==> config.mk <==
export PLATFORM = sky130hd
export DESIGN_NAME = clock_set_ctrl
export DESIGN_NICKNAME = d
export VERILOG_FILES = /design/src/rtl/clock_set_ctrl.sv
export SDC_FILE = /design/constraint.sdc
export NUM_CORES = 1
export LEC_CHECK = 0
export CAP_MARGIN = 20
export CORE_UTILIZATION = 50
export DETAILED_ROUTE_END_ITERATION = 6
export GPL_TIMING_DRIVEN = 0
export PLACE_DENSITY = 0.75
export SLEW_MARGIN = 40
export SYNTH_ARGS = -nofsm -noshare
export SYNTH_HDL_FRONTEND = slang
export SYNTH_SLANG_ARGS = --single-unit
==> constraint.sdc <==
create_clock -name clk -period 1.63 [get_ports clk]
set_input_delay 0.2445 -clock clk [delete_from_list [all_inputs] [get_ports clk]]
set_output_delay 0.2445 -clock clk [all_outputs]
set_load 0.01 [all_outputs]
==> src/rtl/clock_set_ctrl.sv <==
// clock_set_ctrl: run/set controller for an HH:MM:SS clock.
//
// In RUN the block turns tick_1hz into cascaded count-enable pulses for the
// seconds, minutes and hours counters. The mode key cycles
// RUN -> SET_HH -> SET_MM -> RUN. The inc key steps the field being set.
// Leaving SET_MM with the mode key clears the seconds. If no key is pressed
// for TIMEOUT_TICKS seconds, the block drops back to RUN without clearing
// the seconds.
//
// Optional feature: define CLOCK_SET_AUTO_REPEAT_EN to auto-repeat a held
// inc key. The first repeat comes REPEAT_DLY clks after the press, then one
// every REPEAT_PER clks.
//
// Ports:
//   clk, rst            clock; asynchronous active-low reset
//   tick_1hz            one-clk pulse per second
//   key_mode, key_inc   debounced asynchronous key levels, high = pressed
//   sec_max, min_max    seconds / minutes counters at 59
//   sec_en/min_en/hr_en registered one-cycle count enables
//   sec_clr             registered one-cycle seconds clear
//   mode                00 RUN, 01 SET_HH, 10 SET_MM
//   blink_hr/blink_min  blank request for the field being set
module clock_set_ctrl #(
    parameter int          TIMEOUT_TICKS = 10,
    parameter logic [23:0] REPEAT_DLY    = 24'd1000000,
    parameter logic [23:0] REPEAT_PER    = 24'd250000
) (
    input  logic       clk,
    input  logic       rst,
    input  logic       tick_1hz,
    input  logic       key_mode,
    input  logic       key_inc,
    input  logic       sec_max,
    input  logic       min_max,
    output logic       sec_en,
    output logic       min_en,
    output logic       hr_en,
    output logic       sec_clr,
    output logic [1:0] mode,
    output logic       blink_hr,
    output logic       blink_min
);

    typedef enum logic [1:0] {
        RUN    = 2'b00,
        SET_HH = 2'b01,
        SET_MM = 2'b10
    } mode_t;

    localparam logic [7:0] TIMEOUT_LAST = 8'(TIMEOUT_TICKS - 1);

    mode_t      state;
    logic [7:0] idle;
    logic       phase;

    // [0],[1] synchroniser, [2] edge reference. Reset to 1 so that a key
    // already held when reset is released does not look like a press.
    logic [2:0] mode_sync, inc_sync;
    logic       mode_ev, inc_key_ev, inc_ev;

    always_ff @(posedge clk or negedge rst) begin
        if (!rst) begin
            mode_sync <= 3'b111;
            inc_sync  <= 3'b111;
        end else begin
            mode_sync <= {mode_sync[1:0], key_mode};
            inc_sync  <= {inc_sync[1:0], key_inc};
        end
    end

    assign mode_ev    = mode_sync[1] & ~mode_sync[2];
    assign inc_key_ev = inc_sync[1] & ~inc_sync[2];

`ifdef CLOCK_SET_AUTO_REPEAT_EN
    logic [23:0] rpt_cnt;
    logic        rpt_on, rpt_first, rpt_ev;

    // rpt_cnt counts clks since the last accepted inc (real or repeated).
    assign rpt_ev = rpt_on && inc_sync[1] &&
                    (rpt_cnt == (rpt_first ? REPEAT_DLY : REPEAT_PER) - 24'd1);

    always_ff @(posedge clk or negedge rst) begin
        if (!rst) begin
            rpt_on    <= 1'b0;
            rpt_first <= 1'b0;
            rpt_cnt   <= '0;
        end else if (mode_ev || !inc_sync[1] || state == RUN) begin
            // Release, a mode change (which also swallows a coincident
            // inc) or RUN all stop the repeat.
            rpt_on  <= 1'b0;
            rpt_cnt <= '0;
        end else if (inc_key_ev || rpt_ev) begin
            rpt_on    <= 1'b1;
            rpt_first <= inc_key_ev;
            rpt_cnt   <= '0;
        end else if (rpt_on) begin
            rpt_cnt <= rpt_cnt + 24'd1;
        end
    end

    assign inc_ev = inc_key_ev | rpt_ev;
`else
    logic unused_rpt;
    assign unused_rpt = ^{REPEAT_DLY, REPEAT_PER};
    assign inc_ev     = inc_key_ev;
`endif

    always_ff @(posedge clk or negedge rst) begin
        if (!rst) begin
            state   <= RUN;
            idle    <= '0;
            phase   <= 1'b0;
            sec_en  <= 1'b0;
            min_en  <= 1'b0;
            hr_en   <= 1'b0;
            sec_clr <= 1'b0;
        end else begin
            sec_en  <= 1'b0;
            min_en  <= 1'b0;
            hr_en   <= 1'b0;
            sec_clr <= 1'b0;

            if (tick_1hz)
                phase <= ~phase;

            // A tick seen in RUN always counts, even if the mode key fires
            // in the same cycle. Ticks in SET modes are dropped.
            if (state == RUN && tick_1hz) begin
                sec_en <= 1'b1;
                min_en <= sec_max;
                hr_en  <= sec_max & min_max;
            end

            if (mode_ev) begin
                idle <= '0;
                case (state)
                    RUN:     state <= SET_HH;
                    SET_HH:  state <= SET_MM;
                    default: begin
                        state   <= RUN;
                        sec_clr <= 1'b1;
                    end
                endcase
            end else if (state == RUN) begin
                idle <= '0;
            end else if (inc_ev) begin
                idle <= '0;
                if (state == SET_HH)
                    hr_en <= 1'b1;
                else
                    min_en <= 1'b1;
            end else if (tick_1hz) begin
                if (idle == TIMEOUT_LAST) begin
                    state <= RUN;
                    idle  <= '0;
                end else begin
                    idle <= idle + 8'd1;
                end
            end
        end
    end

    assign mode      = state;
    assign blink_hr  = (state == SET_HH) & phase;
    assign blink_min = (state == SET_MM) & phase;

endmodule
* After elaboration in Yosys (flattened, before gate mapping)
Cells that the tools add are included.
Widths: inputs -> output; s select.
** Word-level totals
- Output and inout port bits :: 8
- Word-level logic and storage cells :: 54
- Register bits after elaboration :: 21
** Cells by class
- Muxes and demuxes :: 24
- Bitwise logic cells :: 8
- $add $sub $neg :: 1
- Equality and inequality tests :: 5
- Reduce and logical (&&, ||, !) cells :: 7
** Operator list (number)
- $mux 8 :: 5
- $mux 1 :: 13
- $mux 2 :: 5
- $add 8x1->8 const B :: 1
- $eq 8x4->1 const B :: 1
- $and 1x1->1 :: 5
- $ne 2x2->1 const B :: 2
- $pmux 2 s2 :: 1
- $reduce_and 4->1 :: 1
- $reduce_bool 2->1 :: 2
- $reduce_bool 4->1 :: 1
- $not 1->1 :: 3
- $eq 2x1->1 const B :: 1
- $eq 2x2->1 const B :: 1
- $logic_not 2->1 :: 1
- $reduce_or 2->1 :: 1
- $logic_and 1x1->1 :: 1

* Logic depth before layout (Yosys ltp)
Gate-level depths: netlist of the first run.
- Depth after elaboration :: 7
- Gate-level depth with buffers :: 5

* Least setup slack after synthesis of the first run
No wires, ideal clock.
- Kind :: reg-to-reg
- Start point :: register mode_sync[1]
- End point :: register idle[6]
- Stages on the path, launching flop included :: 5
- Clock period less this slack :: 1.478 ns
- Arrival time :: 1.400 ns
- Buffers on the path :: 0
- Path slack :: 0.152 ns
- Library setup time :: 0.078 ns
- Required time :: 1.552 ns
- Path through :: dfstp_2 and2b_4 nor3_4 or4_1 a21oi_1
** Between the ends
- Cells in the longest elaborated chain, start to end :: 2
- Elaborated cells between the ends (all ways) :: 3
** RTL lines
- from (decl) :: line 58 : logic [2:0] mode_sync, inc_sync;
- from (signal assigned) :: line 66 : mode_sync <= {mode_sync[1:0], key_mode};
- $and 1x1->1 (*) :: line 71 : assign mode_ev = mode_sync[1] & ~mode_sync[2];
- $reduce_bool 4->1 (no line) / $mux 8 (equally long branches)
- to (signal assigned) :: line 157 : idle <= idle + 8'd1;
- to (decl) :: line 53 : logic [7:0] idle;
Every way passes the cells marked *; elsewhere a longest branch is shown, timed or not.
A chain may end at the register's enable or synchronous reset.

* Final worst setup path of the first run
Ends and elaborated chain as after synthesis.

==> results of run 1 <==
-- metrics by stage --
step	instance area [µm²]	hold WS, ps	instances
after detailed placement	1130	216	127
final	1190	326	133
after CTS	1170	325	132
after global routing	1190	311	133
after floorplan	965	-51.1	88
after global placement	1140	347	127
-- cells by family (layout without fill, tap and decap cells) --
| kind of cell | after synthesis | in the layout | share of synthesized area (%) |
|---|---|---|---|
| buffers and inverters | 8 | 28 | 3.50 |
| adder cells (fa/ha/maj) | 2 | 2 | 2.59 |
| flip-flops | 21 | 21 | 55.3 |
| AND/OR/NAND/NOR | 36 | 36 | 23.0 |
| XOR/XNOR | 3 | 3 | 2.72 |
| AO/OA/AOI/OAI | 18 | 18 | 13.0 |
-- timing repair --
action                                 CTS  global route
endpoints found under the hold margin   15             0
setup endpoints to repair                3             8
setup buffers                            0             1
hold buffers                             1             0
resized for setup                        4             4
pin swaps                                0             1
-- worst max-delay path by stage --
stage | from | endpoint | slack (ps) | depth (start not counted)
4_1_cts | mode[1]$_DFFE_PN0P_ | blink_hr | 20 | 4
2_1_floorplan | mode_sync[1]$_DFF_PN1_ | idle[6]$_DFFE_PN0P_ | 150 | 4
6_report | mode_sync[1]$_DFF_PN1_ | idle[6]$_DFFE_PN0P_ | 60 | 4
3_5_place_dp | tick_1hz | idle[6]$_DFFE_PN0P_ | -240 | 5
5_1_grt | idle[5]$_DFFE_PN0P_ | idle[5]$_DFFE_PN0P_ | -0.5 | 4
3_3_place_gp | tick_1hz | idle[6]$_DFFE_PN0P_ | -220 | 5
-- cell usage in the layout (no fill, tap or decap), types with 3 or more instances in the layout --
cell type / netlist / routed
a31oi_1: 3 / 3
clkbuf_4: 0 / 3
clkdlybuf4s50_1: 0 / 11
dfrtp_1: 15 / 14
dfstp_2: 6 / 6
inv_1: 7 / 7
nand2_1: 8 / 8
nand2b_1: 4 / 4
nand3_1: 4 / 3
nor2_1: 5 / 5
o21ai_0: 4 / 3
o22ai_1: 4 / 4
xor2_1: 3 / 3
-- metal layers --
layer / up-vias / routed length, µm
li1: 351 / -
met1: 340 / 890
met2: 13 / 764
met3: 2 / 48
met4: 0 / 19
met5: - / 0
-- registers in the layout, indices dropped and copies added, names as in the netlist --
name,flops
mode,2
min_en,1
sec_en,1
mode_sync,3
inc_sync,3
sec_clr,1
phase,1
hr_en,1
idle,8
-- where the power goes --
group | switching [mW] | internal, mW
Clock | 0.159 | 0.0916
Sequential | 0.0438 | 0.589
Combinational | 0.200 | 0.193
-- synth_stat cells (2+ instances only) --
| library cell | n |
|---|---|
| dfrtp_1 | 15 |
| nand2_1 | 8 |
| inv_1 | 7 |
| dfstp_2 | 6 |
| nor2_1 | 5 |
| nand2b_1 | 4 |
| nand3_1 | 4 |
| o21ai_0 | 4 |
| o22ai_1 | 4 |
| a31oi_1 | 3 |
| xor2_1 | 3 |
| a21oi_1 | 2 |
| and2b_4 | 2 |
| and3_1 | 2 |
| ha_1 | 2 |
| nor3_1 | 2 |
| nor3_4 | 2 |
| o31ai_1 | 2 |
-- final cells by class --
| class | count | area (µm²) | area share [%] |
|---|---|---|---|
| timing repair buffer | 16 | 151 | 12.8 |
| inverter | 7 | 26.3 | 2.22 |
| multi-input combinational | 59 | 408 | 34.4 |
| tap | 25 | 31.3 | 2.64 |
| sequential | 21 | 534 | 45.0 |
| buffer | 1 | 7.51 | 0.633 |
| clock inverter | 1 | 5.00 | 0.422 |
| clock buffer | 3 | 22.5 | 1.90 |
==> metrics.txt, run 1 <==
Clock Pin Slew Worst Setup and Hold Paths=120 ps; flop2flop setup slack=60 ps; actual slew at the worst max-slew pin=455 ps; Hold WC Path Type=in -> reg; Max Cap Violations=0; delay of the slowest critical-path stage=560 ps; post-synthesis sequential area ratio=55.3%; reg-to-reg endpoint=idle[6]$_DFFE_PN0P_; Final WS setup=56.7 ps; period utilization=96.5%; min Tclk post-route=1570 ps; worst flop-to-flop path startpoint=mode_sync[1]$_DFF_PN1_; Setup CP Type=reg -> reg; EDFF count, synth=0; mapped cell area=965 µm²; drt first pass iters=4; ys async rst share=100%; vias per inst=5.31; critical path, cell by cell=and2b_4, nor3_4, or4_1, a21oi_1; met3 GRT Util=4.76%; DPL Wire Length=1.24 mm; Worst path slowest cell=dfstp_2; CP Launch Type=flip-flop; Initial Util=54.7%; CP Buf/Inv Count=0; final net count=118; met1 GRT Util=28.3%; Clock Tree Buf Depth=2; fillcell total=155; Hold Path Depth=1; total power=1.28 mW; Mapped Nets=97; ys flop type=dfrtp_1; R2R cell count=4; Yosys top cell by area=dfrtp_1; fmax=0.636 GHz; Clock Skew=7.19 ps; Top Family by Delay on Critical Path=simple AND/OR/NAND/NOR gates; Final TNS setup=0 ps; post-DR wirelength/cell=13.0 µm; Die W=45.9 µm; Max IR drop VDD=668 µV; layout cells sized above 1=21.3%; largest net degree at the start of global routing=22; routability cong.=0.780; row count=15; Die ar.=2110 µm²; hold worst-path end=inc_sync[0]$_DFF_PN1_; global route total overflow=0; pre-CTS setup slack=-241 ps; clock buffer count from CTS=3; Finished Core Util=67.2%; RSZ-0062 raised after global routing=true; Synth area leaders=dfrtp_1 (39%), dfstp_2 (16%), nor3_4 (3.4%); Antenna Nets Post-Route=0; port bufs=14; Area growth, synth to finish=23.0%; Slew Limit Fails=0; # clock sinks=21; HP Start=key_inc; yosys warns=0; post-synth top area share=38.9%; Fin. Hold Viols=0; die span in y=45.9 µm; first-pass GRT wire length=2.84 mm; gr usage total=19.7%; Rel. slew slack=69.6%; Max H-tree Level=1; # diodes=0; outcome=complete, no violations; final setup fails=0; DRT iter0 DRCs=13; core area=1760 µm²; #FFs+latches synth=21; crit path DAT=1810 ps; GRT met2 Usage=27.0%; CTS tree=yes; io pins=15; DRC viols=0; via count=706; GRT busiest layer=met1; Static Leak=0.497 nW; Netlist cell types=29; vias in the first global route=626; cells after synthesis=88; CP max FO=7; CP endpoint kind=flip-flop; worst skew pair latency=310 ps; final wirelength=1.72 mm; Syn Area/Cell=11.0 µm²; pwr dens=1080 nW/µm²; clk root buf=clkbuf_4; initial antenna violation count=0; WP data required=1870 ps
(Power assumes the default switching activity.)
==> inputs of run 2 (changes only) <==
- CORE_MARGIN: unset -> 4
- MAX_ROUTING_LAYER: unset -> met4
==> run 2 against run 1 <==
  * Clock power fell by 8%
  * Clock-buffer cell count is 1 higher
  * Global-route usage decreased by 4.6 points
  * Worst hold slack gained 29 ps
  * Largest power group unchanged
  * Sequential cell count did not move
==> metrics.txt, run 2 (synthesis results as in run 1) <==
critical path, cell by cell=and2b_4, nor3_4, or4_4, a21oi_2; Area growth, synth to finish=23.5%; Rel. slew slack=70.8% (+1.1 points); CTS tree=yes; initial antenna violation count=0 (unchanged); Max H-tree Level=1 (unchanged); # diodes=0 (unchanged); first-pass GRT wire length=2.93 mm (+2.9%); gr usage total=15.0% (-4.6 points); crit path DAT=1780 ps (-30 ps); CP Launch Type=flip-flop; Fin. Hold Viols=0 (unchanged); Post-Place Cells=127 (unchanged); io pins=15 (unchanged); Top Registers=idle x8, inc_sync x3, mode_sync x3; via count=734 (+4.0%); post-DR wirelength/cell=12.8 µm (-1.4%); CP endpoint kind=flip-flop; most common cell after layout, fill and taps aside=dfrtp_1; Clock Tree Buf Depth=2 (unchanged); layout cells sized above 1=22.7% (+1.4 points); period utilization=94.9% (-1.6 points); Top reg by flops=idle; delay of the slowest critical-path stage=560 ps (about the same); Worst path slowest cell=dfstp_2; max FFs per register=8 (unchanged); DRT iter0 DRCs=6 (-7); Die W=51.9 µm (+13%); fmax=0.647 GHz (+1.7%); most frequent cells in the layout=dfrtp_1 (14), clkdlybuf4s50_1 (11), nand2_1 (8); drt first pass iters=4 (unchanged); reg-to-reg endpoint=idle[6]$_DFFE_PN0P_; DPL Wire Length=1.27 mm (+2.8%); Slew Limit Fails=0 (unchanged); final std cells w/o fill=135 (+1.5%); min Tclk post-route=1550 ps (-26.8 ps); flop2flop setup slack=80 ps (+30 ps); final net count=120 (+1.7%); Final WS setup=83.5 ps (+26.8 ps); largest net degree at the start of global routing=22 (unchanged); pwr dens=1050 nW/µm² (-2.5%); Clock Pin Slew Worst Setup and Hold Paths=110 ps (about the same); clock buffer count from CTS=3 (unchanged); worst flop-to-flop path startpoint=mode_sync[1]$_DFF_PN1_; outcome=complete, no violations; routability cong.=0.914 (+17%); global route total overflow=0 (unchanged); Setup CP Type=reg -> reg; HP Start=key_mode; Max IR drop VDD=696 µV (+4.2%); die span in y=51.9 µm (+13%); vias per inst=5.44 (+2.4%); R2R cell count=4 (unchanged); Max Cap Violations=0 (unchanged); Clock Skew=11.1 ps (+3.90 ps); Static Leak=0.487 nW (-1.9%); Initial Util=54.1% (-0.58 points); CP max FO=7 (unchanged); Hold Path Depth=1 (unchanged); fillcell total=145 (-6.5%); clk root buf=clkbuf_4; Die ar.=2700 µm² (+28%); Top Family by Delay on Critical Path=simple AND/OR/NAND/NOR gates; Hold WC Path Type=in -> reg; final setup fails=0 (unchanged); row count=15 (unchanged); hold worst-path end=mode_sync[0]$_DFF_PN1_; vias in the first global route=692 (+11%); RSZ-0062 raised after global routing=true; final wirelength=1.73 mm (+0.12%); DRC viols=0 (unchanged); CP Buf/Inv Count=0 (unchanged); worst skew pair latency=290 ps (-20 ps); core area=1780 µm² (+1.1%); WP data required=1870 ps (about the same); # clock sinks=21 (unchanged); Crit. path cell count=4 (unchanged); pre-CTS setup slack=-203 ps (+38.4 ps); actual slew at the worst max-slew pin=439 ps (-16.7 ps); port bufs=14 (unchanged); Antenna Nets Post-Route=0 (unchanged)
run 2: metal layers:
layer	global-route usage (%)	vias up	part of all wire, %
li1	-	355	-
met1	18.6	342	41
met2	22.6	31	49
met3	4.87	6	7.3
met4	6.11	0	2.0
met5	-	-	0
run 2: stage by stage:
step | setup TNS, ps | utilization (%) | total power [mW] | hold slack (ps) | instance area [µm²]
global placement | -323 | 63.7 | 1.02 | 347 | 1140
detailed placement | -352 | 63.4 | 1.02 | 215 | 1130
global route | -27.2 | 66.8 | 1.34 | 325 | 1190
CTS | 0 | 65.4 | 1.25 | 337 | 1170
finish | 0 | 66.8 | 1.25 | 355 | 1190
floorplan | 0 | - | 0.862 | -51.1 | 965
run 2: worst max path at each step:
stage | startpoint | endpoint | slack (ps)
after global routing | mode_sync[2]$_DFF_PN1_ | idle[0]$_DFFE_PN0P_ | -20
after floorplan | mode_sync[1]$_DFF_PN1_ | idle[6]$_DFFE_PN0P_ | 150
after detailed placement | tick_1hz | idle[6]$_DFFE_PN0P_ | -200
after global placement | tick_1hz | idle[6]$_DFFE_PN0P_ | -200
after CTS | mode[1]$_DFFE_PN0P_ | blink_hr | 20
final | mode_sync[1]$_DFF_PN1_ | idle[6]$_DFFE_PN0P_ | 80
run 2: final cells by class:
class	count	area, µm²	area share [%]
clock buffer	4	26.3	2.21
tap	25	31.3	2.63
buffer	1	7.51	0.630
multi-input combinational	59	405	34.0
timing repair buffer	18	160	13.4
inverter	7	26.3	2.21
sequential	21	534	44.9
run 2: timing repair:
item / CTS / global route
pin swaps: 0 / 1
setup buffers: 0 / 3
endpoints found under the setup margin: 3 / 12
endpoints found under the hold margin: 15 / 0
hold buffers: 1 / 0
gates resized for setup: 3 / 8
run 2: worst reg2reg max path: cells and delay by family, from the launching register on:
family	cells	cell delay, ps
AOI/OAI and AO/OA	1	130
DFF	1	560
and+or+nand+nor	3	800
run 2: power breakdown:
group / internal [mW] / total (mW) / switching [mW]
clock: 0.0951 / 0.231 / 0.136
combinational: 0.188 / 0.383 / 0.195
sequential: 0.590 / 0.637 / 0.0470
